==> src/rtl/sub1024_pkg.sv <==
// Shared constants and types for the 1024-bit word-serial subtractor result path.
//   W            : width of one difference word
//   NUM_WORDS    : words per 1024-bit operand
//   AW           : word-index / read address width (2**AW >= NUM_WORDS)
//   state_e      : collector FSM encoding (2 bits)
//   RD_ADDR_MASK : mask applied to in-range read addresses
package sub1024_pkg;

  localparam int unsigned W         = 32;
  localparam int unsigned NUM_WORDS = 32;
  localparam int unsigned AW        = 5;

  localparam logic [1:0] ST_IDLE    = 2'b00;
  localparam logic [1:0] ST_COLLECT = 2'b01;
  localparam logic [1:0] ST_DONE    = 2'b10;

  typedef enum logic [1:0] {
    StIdle    = ST_IDLE,
    StCollect = ST_COLLECT,
    StDone    = ST_DONE
  } state_e;

  // NUM_WORDS is a power of two here, so the mask maps any in-range index onto itself.
  localparam logic [AW-1:0] RD_ADDR_MASK = AW'(NUM_WORDS - 1);

endpackage

==> src/rtl/sub1024_word_ram.sv <==
// NUM_WORDS x W result buffer: one write port, one registered read port.
// Ports:
//   iClk     : clock
//   iRst_n   : async active-low reset (clears only the read data register)
//   iWe      : write enable
//   iWrAddr  : write word index
//   iWrData  : write data
//   iRdAddr  : read word index; out-of-range indices read as zero
//   oRdData  : registered read data, one-cycle latency, read-before-write
module sub1024_word_ram
  import sub1024_pkg::*;
#(
  parameter int unsigned W         = sub1024_pkg::W,
  parameter int unsigned NUM_WORDS = sub1024_pkg::NUM_WORDS,
  parameter int unsigned AW        = sub1024_pkg::AW
) (
  input  logic          iClk,
  input  logic          iRst_n,
  input  logic          iWe,
  input  logic [AW-1:0] iWrAddr,
  input  logic [W-1:0]  iWrData,
  input  logic [AW-1:0] iRdAddr,
  output logic [W-1:0]  oRdData
);

  logic [W-1:0] mem [NUM_WORDS];
  logic [W-1:0] rdDataQ;
  logic         rdInRange;

  assign rdInRange = ({1'b0, iRdAddr} < (AW + 1)'(NUM_WORDS));

  // Storage has no reset so the array can map onto block RAM.
  always_ff @(posedge iClk) begin
    if (iWe) begin
      mem[iWrAddr] <= iWrData;
    end
  end

  // Non-blocking read of mem yields the pre-write contents on a same-cycle collision.
  always_ff @(posedge iClk or negedge iRst_n) begin
    if (!iRst_n) begin
      rdDataQ <= '0;
    end else if (rdInRange) begin
      rdDataQ <= mem[iRdAddr & RD_ADDR_MASK];
    end else begin
      rdDataQ <= '0;
    end
  end

  assign oRdData = rdDataQ;

endmodule

==> src/rtl/sub1024_result_collector.sv <==
// Collects the difference words of a 1024-bit word-serial subtraction (LSW first),
// latches the final borrow, flags completion and offers word-addressed read-back.
// Optional feature: define SUB_RESULT_ZERO_FLAG_EN to add oZero (result == 0, i.e. X == Y).
// Ports:
//   iClk, iRst_n : clock, async active-low reset
//   iStart       : pulse, arm (or re-arm/abort) a collection
//   iValid, iZ   : difference word strobe and data
//   iBorrow      : borrow-out for the word on iZ; only the last word's value is kept
//   iRdAddr      : read-back word index
//   oRdData      : stored word at iRdAddr, one-cycle latency
//   oBusy/oDone  : collecting / result complete
//   oBorrow      : final borrow (1 means X < Y)
//   oOverrun     : sticky, a word arrived while not collecting
//   oWordCnt     : words captured so far (saturates at NUM_WORDS)
//   oZero        : (optional) result is all zeros, valid with oDone
module sub1024_result_collector
  import sub1024_pkg::*;
#(
  parameter int unsigned W         = sub1024_pkg::W,
  parameter int unsigned NUM_WORDS = sub1024_pkg::NUM_WORDS,
  parameter int unsigned AW        = sub1024_pkg::AW
) (
  input  logic          iClk,
  input  logic          iRst_n,
  input  logic          iStart,
  input  logic          iValid,
  input  logic [W-1:0]  iZ,
  input  logic          iBorrow,
  input  logic [AW-1:0] iRdAddr,
  output logic [W-1:0]  oRdData,
  output logic          oBusy,
  output logic          oDone,
  output logic          oBorrow,
  output logic          oOverrun,
`ifdef SUB_RESULT_ZERO_FLAG_EN
  output logic          oZero,
`endif
  output logic [AW:0]   oWordCnt
);

  localparam logic [AW:0] LastCnt = (AW + 1)'(NUM_WORDS - 1);
  localparam logic [AW:0] FullCnt = (AW + 1)'(NUM_WORDS);

  state_e      stateQ, stateD;
  logic [AW:0] cntQ, cntD;
  logic        borrowQ, borrowD;
  logic        overrunQ, overrunD;
  logic        zeroAccQ, zeroAccD;
  logic        wordWe;

  always_ff @(posedge iClk or negedge iRst_n) begin
    if (!iRst_n) begin
      stateQ   <= StIdle;
      cntQ     <= '0;
      borrowQ  <= 1'b0;
      overrunQ <= 1'b0;
      zeroAccQ <= 1'b0;
    end else begin
      stateQ   <= stateD;
      cntQ     <= cntD;
      borrowQ  <= borrowD;
      overrunQ <= overrunD;
      zeroAccQ <= zeroAccD;
    end
  end

  always_comb begin
    stateD   = stateQ;
    cntD     = cntQ;
    borrowD  = borrowQ;
    overrunD = overrunQ;
    zeroAccD = zeroAccQ;
    wordWe   = 1'b0;

    // Start takes priority in every state and discards any coincident word.
    if (iStart) begin
      stateD   = StCollect;
      cntD     = '0;
      borrowD  = 1'b0;
      overrunD = 1'b0;
      zeroAccD = 1'b1;
    end else begin
      unique case (stateQ)
        StCollect: begin
          if (iValid) begin
            wordWe   = 1'b1;
            zeroAccD = zeroAccQ & (iZ == '0);
            if (cntQ < FullCnt) begin
              cntD = cntQ + 1'b1;
            end
            if (cntQ == LastCnt) begin
              borrowD = iBorrow;
              stateD  = StDone;
            end
          end
        end
        StIdle, StDone: begin
          if (iValid) begin
            overrunD = 1'b1;
          end
        end
        default: begin
          stateD = StIdle;
        end
      endcase
    end
  end

  sub1024_word_ram #(
    .W        (W),
    .NUM_WORDS(NUM_WORDS),
    .AW       (AW)
  ) uWordRam (
    .iClk   (iClk),
    .iRst_n (iRst_n),
    .iWe    (wordWe),
    .iWrAddr(cntQ[AW-1:0]),
    .iWrData(iZ),
    .iRdAddr(iRdAddr),
    .oRdData(oRdData)
  );

  assign oBusy    = (stateQ == StCollect);
  assign oDone    = (stateQ == StDone);
  assign oBorrow  = borrowQ;
  assign oOverrun = overrunQ;
  assign oWordCnt = cntQ;

`ifdef SUB_RESULT_ZERO_FLAG_EN
  assign oZero = zeroAccQ & oDone;
`else
  // Accumulator is unused without the zero flag and is optimised away.
  logic unusedZeroAcc;
  assign unusedZeroAcc = zeroAccQ;
`endif

endmodule
==> config.mk <==
export PLATFORM = sky130hd
export DESIGN_NAME = sub1024_result_collector
export DESIGN_NICKNAME = d
export VERILOG_FILES = /design/src/rtl/sub1024_pkg.sv /design/src/rtl/sub1024_word_ram.sv /design/src/rtl/sub1024_result_collector.sv
export SDC_FILE = /design/constraint.sdc
export NUM_CORES = 1
export LEC_CHECK = 0
export BUFFER_PORTS_ARGS = -buffer_cell sky130_fd_sc_hd__buf_2
export CORE_MARGIN = 8
export CORE_UTILIZATION = 66
export CTS_CLUSTER_SIZE = 14
export DETAILED_ROUTE_END_ITERATION = 16
export PLACE_DENSITY = 0.83
export SLEW_MARGIN = 20
export SYNTH_ARGS = -nofsm -noshare
export SYNTH_HDL_FRONTEND = slang
export SYNTH_SLANG_ARGS = --single-unit
==> constraint.sdc <==
create_clock -name iClk -period 4.6 [get_ports iClk]
set_input_delay 1.15 -clock iClk [delete_from_list [all_inputs] [get_ports iClk]]
set_output_delay 1.15 -clock iClk [all_outputs]
set_load 0.02 [all_outputs]
==> results.yml <==
synth:
  share_of_synthesized_area_occupied_by_flip_flops_and_latches: 0.772
  post_synth_fa_ha_maj_area_fraction: 0.00122
  syn-num-nets: 2358
  synth_compound_area_frac: 0.0484
  post_synth_instance_area_um2: 41200
  yosys_warnings: 0
  dominant_register_cell_in_the_synthesized_netlist: "sky130_fd_sc_hd__edfxtp_1"
  post_synth_most_frequent_cells: "1024 x sky130_fd_sc_hd__edfxtp_1, 513 x sky130_fd_sc_hd__mux2i_1, 105 x sky130_fd_sc_hd__nand2_1, 98 x sky130_fd_sc_hd__a21oi_1, 97 x sky130_fd_sc_hd__nand3_1"
  main_combinational_cell_family_by_area_after_synthesis: "multiplexers"
  synth_edf_count: 1024
  post_synth_xor_area_fraction: 0.000638
  async_reset_ff_frac: 0.0394
  synth_simple_gate_area_frac: 0.0328
  synthDistinctLibCells: 33
  synth_area_leader_cell: "sky130_fd_sc_hd__edfxtp_1"
  yosysMostFrequentCell: "sky130_fd_sc_hd__edfxtp_1"
  synth_top_cells_by_area: "sky130_fd_sc_hd__edfxtp_1 75%, sky130_fd_sc_hd__mux2i_1 12%, sky130_fd_sc_hd__dfrtp_1 2.6%"
  netlist_instances: 2312
  synth_mux_area_frac: 0.125
  yosysTopAreaCellShare: 0.747
  synth.avg_cell_area_um2: 17.8
  postSynthRegisterBits: 1066
sta:
  maxClockFrequency_ghz: 0.315
  final_max_slew_viol_count: 0
  finalWorstPathRequiredPeriod_ns: 3.18
  setup_violation_total_in_the_final_timing_report: 0
  final_hold_viol_count: 0
  timing.slew.headroom: 0.341
  rsz0062_at_grt: "no"
  worst_slew_pin_slew_ns: 0.986
  fin_crit_sh: 0.691
  fin_setup_tns_ns: 0
  finalClockSkew_ns: 0.0200
clock_tree:
  postCtsSetupBuffers: 0
  tritoncts.num_buffers: 100
  tritoncts_clock_tree: "done"
  clk_path_buf_depth: 3
  buffer_cell_driving_the_clock_tree_root: "sky130_fd_sc_hd__clkbuf_16"
  postCtsHoldBufs: 0
  cts_sinks: 1066
  cts.reportedPaths.clkPinSlew_ns: 0.06
  ctsHtreeMaxLevel: 3
  cts-resized-gates: 0
  clkLatencyLatePin_ns: 0.66
floorplanning:
  design.portCount: 84
  die_w_um: 266
  placement_rows: 91
  die_area_um2: 70600
  dieHeight_um: 266
  starting_density_of_the_core: 0.667
  core-area_um2: 61700
detailed_routing:
  antenna_violating_nets_post_route: 0
  detail_route.drc_violations: 0
  first_pass_iteration_count_of_the_detailed_router: 8
  viasPerCell: 6.64
  dr_total_vias: 22300
  drt-total-wl_um: 98800
  dr.first_iter.drc_count: 2936
  wl_per_cell_um: 29.4
global_route:
  grt_pass1_wl_um: 144000
  track_usage: 0.276
  maximum_number_of_pins_on_one_net_before_global_route_repair: 96
  grt_overflow_total: 0
  grt_antenna_before_repair: 1
  first_global_vias: 22600
cells_and_area:
  antenna-diode-count: 0
  final_layout_size_suffix_gt1_frac: 0.137
  final_net_count: 2486
  design_area_um2: 46100
  syn_to_final_growth_pct: 12.0
worst_hold_path:
  holdCritPathClass: "reg2reg"
placement:
  io_buffer_count: 83
  dp_hpwl_um: 57900
  placed_cell_area_um2: 42800
  routabilityCongestion: 0.863
critical_path:
  critical_path.endpoint_type: "flop"
  cp.required_ns: 4.95
  critical_path_class: "reg2reg"
  critical_path_peak_fanout: 21
  timing.critical_path.arrival_ns: 3.53
  worstSetupStartpointType: "flop"
job:
  max_cap_violations: 0
power:
  ir_drop_v: 0.000384
  p_leak_nw: 16.3
  power.density_cell_area_nw_per_um2: 432
run_status:
  status: "finished clean"
==> placed cells by master (no fill, tap or decap), types with 3 or more instances in the layout <==
cell | synthesis | final
sky130_fd_sc_hd__a21oi_1 | 98 | 98
sky130_fd_sc_hd__a22o_1 | 64 | 64
sky130_fd_sc_hd__a22oi_1 | 96 | 96
sky130_fd_sc_hd__a31oi_1 | 33 | 33
sky130_fd_sc_hd__buf_12 | 0 | 15
sky130_fd_sc_hd__buf_2 | 42 | 82
sky130_fd_sc_hd__buf_4 | 22 | 58
sky130_fd_sc_hd__bufinv_16 | 0 | 8
sky130_fd_sc_hd__clkbuf_1 | 40 | 22
sky130_fd_sc_hd__clkbuf_16 | 0 | 101
sky130_fd_sc_hd__clkbuf_8 | 0 | 7
sky130_fd_sc_hd__clkinv_1 | 0 | 17
sky130_fd_sc_hd__clkinv_2 | 0 | 23
sky130_fd_sc_hd__dfrtp_1 | 42 | 42
sky130_fd_sc_hd__edfxtp_1 | 1024 | 1024
sky130_fd_sc_hd__ha_1 | 4 | 4
sky130_fd_sc_hd__inv_1 | 4 | 4
sky130_fd_sc_hd__inv_6 | 0 | 3
sky130_fd_sc_hd__mux2i_1 | 513 | 513
sky130_fd_sc_hd__nand2_1 | 105 | 105
sky130_fd_sc_hd__nand3_1 | 97 | 97
sky130_fd_sc_hd__nor2_1 | 45 | 12
sky130_fd_sc_hd__nor2_4 | 0 | 33
sky130_fd_sc_hd__nor3_1 | 34 | 34
==> worst max-delay path, cell delays in order (launching register included) <==
cell and delay (ns):
sky130_fd_sc_hd__dfrtp_1 0.40, sky130_fd_sc_hd__nand2b_1 0.24, sky130_fd_sc_hd__nor3b_1 0.68, sky130_fd_sc_hd__nand2_1 0.66, sky130_fd_sc_hd__nor2_4 0.61, sky130_fd_sc_hd__buf_12 0.26
==> power by group <==
part	internal (W)	leakage, nW	switching [W]
logic	0.000309	4.95	0.000742
clock network	0.00462	1.61	0.00348
registers	0.0107	9.72	0.0000421
==> cell type report <==
cell class | instances | area (µm²)
repair buffers | 156 | 1160
inverters | 4 | 15.0
multi-input cells | 1112 | 8820
clock buffers | 130 | 2710
flip-flops and latches | 1066 | 31800
clock inverters | 56 | 541
well taps | 837 | 1050
fillers | 3375 | 15600
==> sequential cells by signal, indices dropped and copies added, names as in the netlist <==
name,count
uWordRam.mem,1024
uWordRam.oRdData,32
stateQ,2
oBorrow,1
oOverrun,1
oWordCnt,6
==> cells by family after synthesis <==
kind of cell	after synthesis
AO/OA/AOI/OAI	293
flip-flops	1066
AND/OR/NAND/NOR	299
XOR/XNOR	3
adder cells (fa/ha/maj)	4
buffers and inverters	134
multiplexers	513
==> final timing paths <==
path | from | to | slack (ns) | depth (start not counted)
max | stateQ[1] | uWordRam.mem[16][19] | 1.42 | 5
min reg2reg | oOverrun | oOverrun | 0.55 | 2
max reg2reg | stateQ[1] | uWordRam.mem[16][19] | 1.42 | 5
max in group asynchronous | iRst_n | uWordRam.oRdData[4] | 3.43 | 2
min | oOverrun | oOverrun | 0.55 | 2
min in group asynchronous | iRst_n | oWordCnt[3] | 0.66 | 2
==> metal layers <==
metal	part of all wire	vias to the layer above	GRT usage
li1	-	9385	-
met4	0.047	2	0.130
met1	0.36	11200	0.358
met2	0.49	1491	0.452
met5	0.00020	-	0
met3	0.10	240	0.0535
==> per-stage QoR <==
| stage | worst slack [ns] | total power (W) | instances | util | hold slack [ns] |
|---|---|---|---|---|---|
| 2_1_floorplan | 1.08 | 0.0115 | 2312 | - | 0.560 |
| 5_1_grt | 1.43 | 0.0203 | 3361 | 0.747 | 0.584 |
| 3_5_place_dp | 0.837 | 0.0120 | 3175 | 0.694 | 0.509 |
| 4_1_cts | 1.50 | 0.0199 | 3361 | 0.747 | 0.543 |
| 3_3_place_gp | 0.943 | 0.0119 | 3175 | 0.694 | 0.477 |
| 6_report | 1.42 | 0.0199 | 3361 | 0.747 | 0.550 |
No activity file was read; power rests on OpenSTA's default activity.
